File: src/rtl/mem_port_arbiter_pkg.sv
// mem_port_arbiter_pkg: shared encodings and helpers for the fetch/data memory arbiter.
package mem_port_arbiter_pkg;

    typedef enum logic [1:0] {
        ST_IDLE = 2'd0,
        ST_ADDR = 2'd1,
        ST_WAIT = 2'd2
    } state_e;

    localparam logic PORT_I = 1'b0;
    localparam logic PORT_D = 1'b1;

    localparam int MAX_BE_W = 64;
    localparam logic [MAX_BE_W-1:0] BE_ALL_ONES = '1;

    // A zero TIMEOUT still needs a one-bit counter to keep the port widths legal.
    function automatic int timer_width(input int timeout);
        return (timeout > 0) ? $clog2(timeout + 1) : 1;
    endfunction

endpackage

File: src/rtl/mem_timeout_ctr.sv
// mem_timeout_ctr: saturating response-wait timer; expired_o flags TIMEOUT cycles elapsed.
module mem_timeout_ctr
    import mem_port_arbiter_pkg::*;
#(
    parameter int TIMEOUT = 255
) (
    input  logic clk,
    input  logic reset,
    input  logic clear_i,
    input  logic en_i,
    output logic expired_o
);

    localparam int TW = timer_width(TIMEOUT);
    localparam logic [TW-1:0] LIMIT = TW'(TIMEOUT);

    logic [TW-1:0] cnt_q, cnt_d;

    always_comb cnt_d = clear_i ? '0 : (en_i && cnt_q != LIMIT) ? cnt_q + 1'b1 : cnt_q;

    always_ff @(posedge clk or posedge reset) begin
        if (reset) cnt_q <= '0;
        else cnt_q <= cnt_d;
    end

    assign expired_o = (TIMEOUT != 0) && (cnt_q == LIMIT);

endmodule

File: src/rtl/mem_port_arbiter.sv
// mem_port_arbiter: serialises fetch and data requests onto one single-ported memory,
// alternating on contention and completing stuck accesses through a timeout.
module mem_port_arbiter
    import mem_port_arbiter_pkg::*;
#(
    parameter int ADDR_W  = 32,
    parameter int DATA_W  = 32,
    parameter int TIMEOUT = 255
) (
    input  logic                clk,
    input  logic                reset,
    input  logic                i_req,
    input  logic [ADDR_W-1:0]   i_addr,
    output logic                i_rvalid,
    output logic [DATA_W-1:0]   i_rdata,
    output logic                i_stall,
    input  logic                d_req,
    input  logic                d_we,
    input  logic [ADDR_W-1:0]   d_addr,
    input  logic [DATA_W-1:0]   d_wdata,
    input  logic [DATA_W/8-1:0] d_be,
    output logic                d_rvalid,
    output logic [DATA_W-1:0]   d_rdata,
    output logic                d_stall,
    output logic                mem_req,
    output logic                mem_we,
    output logic [ADDR_W-1:0]   mem_addr,
    output logic [DATA_W-1:0]   mem_wdata,
    output logic [DATA_W/8-1:0] mem_be,
    input  logic                mem_gnt,
    input  logic                mem_rvalid,
    input  logic [DATA_W-1:0]   mem_rdata,
    output logic                bus_err
);

    localparam int BE_W = DATA_W / 8;

    state_e            state_q, state_d;
    logic              sel_q, sel_d, last_q, last_d;
    logic [ADDR_W-1:0] addr_q, addr_d;
    logic              we_q, we_d;
    logic [DATA_W-1:0] wdata_q, wdata_d;
    logic [BE_W-1:0]   be_q, be_d;
    logic              i_rvalid_q, i_rvalid_d, d_rvalid_q, d_rvalid_d;
    logic [DATA_W-1:0] i_rdata_q, i_rdata_d, d_rdata_q, d_rdata_d;
    logic              err_q, err_d;
    logic              i_pend, d_pend, pick, tmr_clr, expired;
    logic [DATA_W-1:0] resp;

    // A request still high during its own completion pulse is not a new request yet.
    assign i_pend = i_req & ~i_rvalid_q;
    assign d_pend = d_req & ~d_rvalid_q;

    mem_timeout_ctr #(.TIMEOUT(TIMEOUT)) u_tmr (
        .clk       (clk),
        .reset     (reset),
        .clear_i   (tmr_clr),
        .en_i      (state_q == ST_WAIT),
        .expired_o (expired)
    );

    always_comb begin
        state_d    = state_q;
        sel_d      = sel_q;
        last_d     = last_q;
        addr_d     = addr_q;
        we_d       = we_q;
        wdata_d    = wdata_q;
        be_d       = be_q;
        i_rvalid_d = 1'b0;
        d_rvalid_d = 1'b0;
        i_rdata_d  = i_rdata_q;
        d_rdata_d  = d_rdata_q;
        err_d      = err_q;
        tmr_clr    = 1'b0;
        resp       = mem_rvalid ? mem_rdata : '0;
        pick       = (i_pend && d_pend) ? ~last_q : d_pend;
        case (state_q)
            ST_IDLE: if (i_pend || d_pend) begin
                state_d = ST_ADDR;
                sel_d   = pick;
                addr_d  = (pick == PORT_D) ? d_addr : i_addr;
                we_d    = (pick == PORT_D) & d_we;
                wdata_d = (pick == PORT_D) ? d_wdata : '0;
                be_d    = (pick == PORT_D) ? d_be : BE_ALL_ONES[BE_W-1:0];
            end
            ST_ADDR: if (mem_gnt) begin
                state_d = ST_WAIT;
                tmr_clr = 1'b1;
                last_d  = sel_q;
            end
            ST_WAIT: if (mem_rvalid || expired) begin
                state_d    = ST_IDLE;
                i_rvalid_d = (sel_q == PORT_I);
                d_rvalid_d = (sel_q == PORT_D);
                i_rdata_d  = (sel_q == PORT_I) ? resp : i_rdata_q;
                d_rdata_d  = (sel_q == PORT_D) ? resp : d_rdata_q;
                err_d      = err_q | ~mem_rvalid;
            end
            default: state_d = ST_IDLE;
        endcase
    end

    always_ff @(posedge clk or posedge reset) begin
        if (reset) begin
            state_q    <= ST_IDLE;
            sel_q      <= PORT_I;
            last_q     <= PORT_I;
            addr_q     <= '0;
            we_q       <= 1'b0;
            wdata_q    <= '0;
            be_q       <= '0;
            i_rvalid_q <= 1'b0;
            d_rvalid_q <= 1'b0;
            i_rdata_q  <= '0;
            d_rdata_q  <= '0;
            err_q      <= 1'b0;
        end else begin
            state_q    <= state_d;
            sel_q      <= sel_d;
            last_q     <= last_d;
            addr_q     <= addr_d;
            we_q       <= we_d;
            wdata_q    <= wdata_d;
            be_q       <= be_d;
            i_rvalid_q <= i_rvalid_d;
            d_rvalid_q <= d_rvalid_d;
            i_rdata_q  <= i_rdata_d;
            d_rdata_q  <= d_rdata_d;
            err_q      <= err_d;
        end
    end

    assign mem_req   = (state_q == ST_ADDR);
    assign mem_we    = we_q;
    assign mem_addr  = addr_q;
    assign mem_wdata = wdata_q;
    assign mem_be    = be_q;
    assign i_rvalid  = i_rvalid_q;
    assign d_rvalid  = d_rvalid_q;
    assign i_rdata   = i_rdata_q;
    assign d_rdata   = d_rdata_q;
    assign bus_err   = err_q;
    // Stalls release during reset so the pipeline never sees a stall without a live transaction.
    assign i_stall   = i_req & ~i_rvalid_q & ~reset;
    assign d_stall   = d_req & ~d_rvalid_q & ~reset;

endmodule

File: config.mk
export PLATFORM = sky130hd
export DESIGN_NAME = mem_port_arbiter
export DESIGN_NICKNAME = d
export VERILOG_FILES = /design/src/rtl/mem_port_arbiter_pkg.sv /design/src/rtl/mem_timeout_ctr.sv /design/src/rtl/mem_port_arbiter.sv
export SDC_FILE = /design/constraint.sdc
export NUM_CORES = 1
export LEC_CHECK = 0
export ABC_AREA = 1
export CORE_AREA = 8 8 139 141
export DETAILED_ROUTE_END_ITERATION = 6
export DIE_AREA = 0 0 147 149
export PLACE_DENSITY = 0.76
export SLEW_MARGIN = 20
export SYNTH_ARGS = -nofsm -noshare
export SYNTH_HDL_FRONTEND = slang
export SYNTH_SLANG_ARGS = --single-unit
File: constraint.sdc
create_clock -name clk -period 4.8 [get_ports clk]
set_clock_uncertainty 0.1 [all_clocks]
set_input_delay 0.48 -clock clk [delete_from_list [all_inputs] [get_ports clk]]
set_output_delay 0.48 -clock clk [all_outputs]
set_load 0.02 [all_outputs]
==> results.sh, run 1 <==
export IMPL_clk_path_buf_depth=2
export IMPL_leakage_nw=4.58
export IMPL_synth_top_cell_area_share=0.567
export IMPL_wirelength_um=21200
export IMPL_synth_edf_count=0
export IMPL_instances_no_fill=1216
export IMPL_final_hold_viol_count=0
export IMPL_cts_sinks=148
export IMPL_rsz0062_at_grt="false"
export IMPL_clk_pin_slew_ns=0.06
export IMPL_worst_pin_slew_ns=0.933
export IMPL_whs_ns=0.366
export IMPL_cts_made_buffers=17
export IMPL_status="finished clean"
export IMPL_synth_ff_type="dfrtp_1"
export IMPL_post_cts_buffers=0
export IMPL_postSynthAreaPerCell_sq_um=9.01
export IMPL_start_util=0.383
export IMPL_antenna_found_initial=0
export IMPL_drc=0
export IMPL_fill_cells=1507
export IMPL_synthTopCellsByArea="dfrtp_1 57%, nand2_1 13%, nand4_1 6.3%"
export IMPL_pre_cts_slack_ns=1.77
export IMPL_regArea_sq_um=3700
export IMPL_critPathKind="in2reg"
export IMPL_die_x_um=147
export IMPL_overflow=0
export IMPL_ys_warnings_count=0
export IMPL_setup_viol=0
export IMPL_synth_area_sq_um=6530
export IMPL_cts_max_level=4
export IMPL_cp_start_kind="input port"
export IMPL_drtIter0Drc=302
export IMPL_postCtsHoldBufs=0
export IMPL_clockRootBuffer="clkbuf_16"
export IMPL_io_buffers=277
export IMPL_worst_slack_ns=2.20
export IMPL_min_path_type="reg2reg"
export IMPL_max_freq_mhz=385
export IMPL_synth_cell_types=27
export IMPL_wire_per_inst_um=17.4
export IMPL_cts_tree="yes"
export IMPL_p_seq_frac=0.321
export IMPL_syn_to_final_growth_pct=52.5
export IMPL_place_hpwl_um=14500
export IMPL_synthCells=725
export IMPL_path_max_fanout=37
export IMPL_ys_seq_area_frac=0.567
export IMPL_ir_drop_mv=0.351
export IMPL_power_density_nw_per_um2=670
export IMPL_gp_congestion=0.817
export IMPL_cp_end_kind="flip-flop"
export IMPL_grt_start_max_net_pins=97
export IMPL_period_share=0.541
export IMPL_dp_cells=1184
export IMPL_die_h_um=149
export IMPL_antenna_left=0
export IMPL_p_sw_mw=2.73
export IMPL_multi_input_area_sq_um=2480
export IMPL_power_frac_comb=0.478
export IMPL_arrival_ns=2.83
export IMPL_rows=48
export IMPL_setup_tns_final_ns=0
export IMPL_period_needed_ns=2.60
export IMPL_layout_drive_gt1_share=0.0999
export IMPL_synth_common_cells="228 x nand2_1, 148 x dfrtp_1, 66 x nand4_1, 64 x a21oi_1, 42 x nand3_1"
export IMPL_required_ns=5.04
export IMPL_power_internal_mw=3.94
export IMPL_num_vias=6006
export IMPL_gr_usage_all_layers=0.192
export IMPL_ctsResizeCount=0
export IMPL_ys_async_sr_fraction=1.00
export IMPL_yosysMostFrequentCell="nand2_1"
export IMPL_maxCapViolCount=0
export IMPL_antenna_cells=0
export IMPL_netSwitchingFraction=0.409
export IMPL_io_pin_count=278
export IMPL_max_slew_margin=0.378
export IMPL_vias_per_cell=4.94
export IMPL_insertion_delay_ns=0.41
export IMPL_ys_seq_elements=148
export IMPL_dieArea_sq_um=21900
export IMPL_drt_first_pass_iters=5
export IMPL_syn_nets=865
export IMPL_grt_pass1_wl_um=33800
export IMPL_finalNetCount=1118
export IMPL_yosys_area_top_type="dfrtp_1"
export IMPL_core_area_sq_um=17100
export IMPL_p_clk_frac=0.201
export IMPL_drv_slew=0
export IMPL_grt_pass1_vias=6143
-- cell type report --
type / count / share of cell area
clock buffer: 17 / 0.0427
clock inverter: 15 / 0.0172
inverter: 21 / 0.00841
multi-input combinational: 506 / 0.249
sequential: 148 / 0.372
tap: 225 / 0.0283
timing repair buffer: 284 / 0.283
-- flip-flops by register name, summed over array words and instances (netlist names) --
register / count
bus_err: 1
d_rdata: 32
d_rvalid: 1
i_rdata: 32
i_rvalid: 1
last_q: 1
mem_addr: 32
mem_be: 4
mem_wdata: 32
mem_we: 1
sel_q: 1
state_q: 2
u_tmr.cnt_q: 8
-- metal layers --
metal  track usage  vias up  part of all wire
li1              -     2896                 -
met1         0.235     2835              0.42
met4        0.0770        0             0.030
met5             0        -                 0
met3        0.0646       41             0.081
met2         0.309      234              0.47
-- power groups by stage --
stage	clock network [mW]	logic [mW]	registers [mW]
after floorplan	0	1.07	2.78
after CTS	1.38	3.24	2.15
final	1.34	3.19	2.14
after detailed placement	0	3.23	2.15
after global placement	0	3.20	2.14
after global routing	1.43	3.46	2.21
-- placed cells by master (no fill, tap or decap), drive strengths merged, types with 2 or more instances in the layout --
master         instances
clkdlybuf4s50        276
clkbuf                17
nand4                 66
buf                    8
nand2                272
nor2                  45
clkinvlp               6
bufinv                 2
xor2                   3
o21ai                  8
nand3                 44
dfrtp                148
a21oi                 65
inv                   27
-- logic make-up after synthesis --
| logic type | count (synthesis) | share of synthesized area |
|---|---|---|
| adders and majority gates | 1 | 0.00192 |
| DFF | 148 | 0.567 |
| buffers and inverters | 71 | 0.0540 |
| xor gates and xnor gates | 3 | 0.00402 |
| AOI/OAI and AO/OA | 75 | 0.0590 |
| and+or+nand+nor | 427 | 0.314 |
-- path summary, 6_finish.rpt --
check                               startpoint                      to  slack [ns]  depth (start not counted)
hold / removal             bus_err$_DFFE_PP0P_     bus_err$_DFFE_PP0P_        0.37                          1
hold reg to reg            bus_err$_DFFE_PP0P_     bus_err$_DFFE_PP0P_        0.37                          1
max in group asynchronous                reset  i_rdata[5]$_DFFE_PP0P_        3.07                          3
setup reg to reg             sel_q$_DFFE_PP0P_  i_rdata[5]$_DFFE_PP0P_        2.27                          5
min in group asynchronous                reset      last_q$_DFFE_PP0P_        0.57                          2
setup / recovery                         d_req       sel_q$_DFFE_PP0P_        2.20                          7
-- metrics by stage --
| step | utilization | power, mW | instance area [sq um] |
|---|---|---|---|
| floorplan | - | 3.85 | 6530 |
| global placement | 0.549 | 5.34 | 9370 |
| detailed placement | 0.549 | 5.38 | 9370 |
| CTS | 0.584 | 6.77 | 9960 |
| global route | 0.584 | 7.11 | 9960 |
| finish | 0.584 | 6.68 | 9960 |
-- critical path, stage by stage --
cell,delay (ns)
clkdlybuf4s50_1,0.45
nand2_1,0.10
inv_2,0.45
nand2_2,0.59
nor2_2,0.24
buf_4,0.34
o21bai_1,0.16
Note: power is estimated with default switching activity, not from simulation.
==> inputs of run 2 (changes only) <==
clock period = 2.19 ns   (was 4.8 ns; I/O delays follow)
==> run 2 against run 1 <==
Clock power increased by 140%; cell count increased by 0.74%; register-to-register slack got worse by 2.0 ns; largest cell class unchanged; highest routed layer unchanged.
==> results.sh, run 2 (same netlist as run 1, synthesis figures left out) <==
export IMPL_status="finished clean"
export IMPL_gp_congestion=0.826
export IMPL_period_share=0.951
export IMPL_wirelength_um=22100
export IMPL_postCtsHoldBufs=0
export IMPL_core_area_sq_um=17100
export IMPL_p_sw_mw=5.98
export IMPL_whs_ns=0.121
export IMPL_finalPower_mw=15.1
export IMPL_period_needed_ns=2.08
export IMPL_netSwitchingFraction=0.395
export IMPL_antenna_cells=0
export IMPL_mostFrequentLayoutCell="clkdlybuf4s50_1"
export IMPL_post_cts_buffers=0
export IMPL_cp_start_kind="flip-flop"
export IMPL_path_cells="inv_1 > nand2_1 > nor2_1 > clkdlybuf4s50_1"
export IMPL_grt_start_max_net_pins=77
export IMPL_r2r_cells=8
export IMPL_die_x_um=147
export IMPL_cp_startpoint="i_rvalid$_DFF_PP0_"
export IMPL_critPathKind="reg2out"
export IMPL_insertion_delay_ns=0.41
export IMPL_clockRootBuffer="clkbuf_16"
export IMPL_path_max_fanout=2
export IMPL_final_cell_mix="276 x clkdlybuf4s50_1, 228 x nand2_1, 148 x dfrtp_1, 66 x nand4_1, 64 x a21oi_1"
export IMPL_reg2reg_to="d_rdata[29]$_DFFE_PP0P_"
export IMPL_grt_pass1_vias=6237
export IMPL_cp_endpoint="i_stall"
export IMPL_dieArea_sq_um=21900
export IMPL_final_hold_viol_count=0
export IMPL_crit_slowest_cell="clkdlybuf4s50_1"
export IMPL_reg2reg_from="u_tmr.cnt_q[1]$_DFFE_PP0P_"
export IMPL_max_slew_margin=0.695
export IMPL_reg2reg_slack_ns=0.31
export IMPL_antenna_left=0
export IMPL_power_internal_mw=9.16
export IMPL_setup_viol=0
export IMPL_cts_made_buffers=17
export IMPL_clk_path_buf_depth=2
export IMPL_fill_cells=1492
export IMPL_worst_pin_slew_ns=0.458
export IMPL_critPathTopFamily="buffers and inverters"
export IMPL_num_vias=6127
export IMPL_cts_sinks=148
export IMPL_arrival_ns=1.76
export IMPL_overflow=0
export IMPL_rows=48
export IMPL_cts_max_level=4
export IMPL_worst_slack_ns=0.106
export IMPL_syn_to_final_growth_pct=55.6
export IMPL_setup_tns_final_ns=0
export IMPL_maxCapViolCount=0
export IMPL_ir_drop_mv=0.740
export IMPL_required_ns=1.87
export IMPL_critical_path_depth=4
export IMPL_gr_usage_all_layers=0.199
export IMPL_start_util=0.383
export IMPL_grt_pass1_wl_um=34400
export IMPL_max_freq_mhz=480
export IMPL_antenna_found_initial=0
export IMPL_min_path_type="in2reg"
export IMPL_drc=0
export IMPL_io_buffers=277
export IMPL_clk_pin_slew_ns=0.06
export IMPL_cts_tree="yes"
export IMPL_finalNetCount=1130
export IMPL_p_clk_frac=0.210
export IMPL_drtIter0Drc=349
export IMPL_cp_end_kind="primary output"
export IMPL_pre_cts_slack_ns=0.282
export IMPL_layout_drive_gt1_share=0.107
export IMPL_io_pin_count=278
export IMPL_power_density_nw_per_um2=1490
export IMPL_ctsResizeCount=0
export IMPL_wire_per_inst_um=18.0
export IMPL_leakage_nw=4.68
export IMPL_worst_path_buf_inv=2
export IMPL_max_stage_delay_ns=0.64
export IMPL_place_hpwl_um=15600
export IMPL_die_h_um=149
export IMPL_power_frac_comb=0.478
export IMPL_vias_per_cell=5.00
export IMPL_p_seq_frac=0.312
export IMPL_rsz0062_at_grt="false"
export IMPL_drt_first_pass_iters=5
export IMPL_drv_slew=0
==> run 2: how the worst min path moves through the flow <==
stage	start	endpoint	slack, ns	depth (start not counted)
after floorplan	mem_gnt	state_q[0]$_DFFE_PP0P_	0.23	1
after global placement	d_rdata[5]$_DFFE_PP0P_	d_rdata[5]$_DFFE_PP0P_	0.35	2
after detailed placement	d_rdata[8]$_DFFE_PP0P_	d_rdata[8]$_DFFE_PP0P_	0.36	2
after CTS	mem_rvalid	bus_err$_DFFE_PP0P_	0.10	3
after global routing	mem_rvalid	bus_err$_DFFE_PP0P_	0.13	3
final	mem_rvalid	bus_err$_DFFE_PP0P_	0.12	3
==> run 2: metal layers <==
| layer | share of wire | vias up | global-route usage | wire (um) |
|---|---|---|---|---|
| met1 | 0.41 | 2903 | 0.237 | 8960 |
| met3 | 0.083 | 55 | 0.0710 | 1820 |
| met4 | 0.044 | 0 | 0.109 | 976 |
| met2 | 0.47 | 261 | 0.311 | 10300 |
| met5 | 0 | - | 0 | 0 |
| li1 | - | 2908 | - | - |
==> run 2: layout make-up <==
class / instances / area [sq um] / area share
tap: 225 / 282 / 0.0277
multi-input combinational: 506 / 2480 / 0.244
clock inverter: 9 / 179 / 0.0176
timing repair buffer: 296 / 2990 / 0.294
clock buffer: 20 / 457 / 0.0449
sequential: 148 / 3700 / 0.364
inverter: 21 / 82.6 / 0.00812
==> run 2: tightest hold or removal path: cells and delay by family <==
kind            cells  cell delay, ns
compound gates      1            0.16
buf+inv             2            0.23
==> run 2: through the flow <==
stage	cells	utilization	instance area, sq um
final	1225	0.596	10200
after global routing	1225	0.596	10200
after CTS	1225	0.596	10200
after detailed placement	1196	0.559	9530
after global placement	1196	0.559	9530
after floorplan	725	-	6540
==> run 2: power groups by stage <==
stage | Sequential [mW] | Combinational, mW | Clock (mW)
global placement | 4.70 | 7.19 | 0
CTS | 4.72 | 7.34 | 3.25
detailed placement | 4.74 | 7.30 | 0
global route | 4.87 | 7.82 | 3.39
finish | 4.72 | 7.24 | 3.18
floorplan | 6.10 | 2.34 | 0
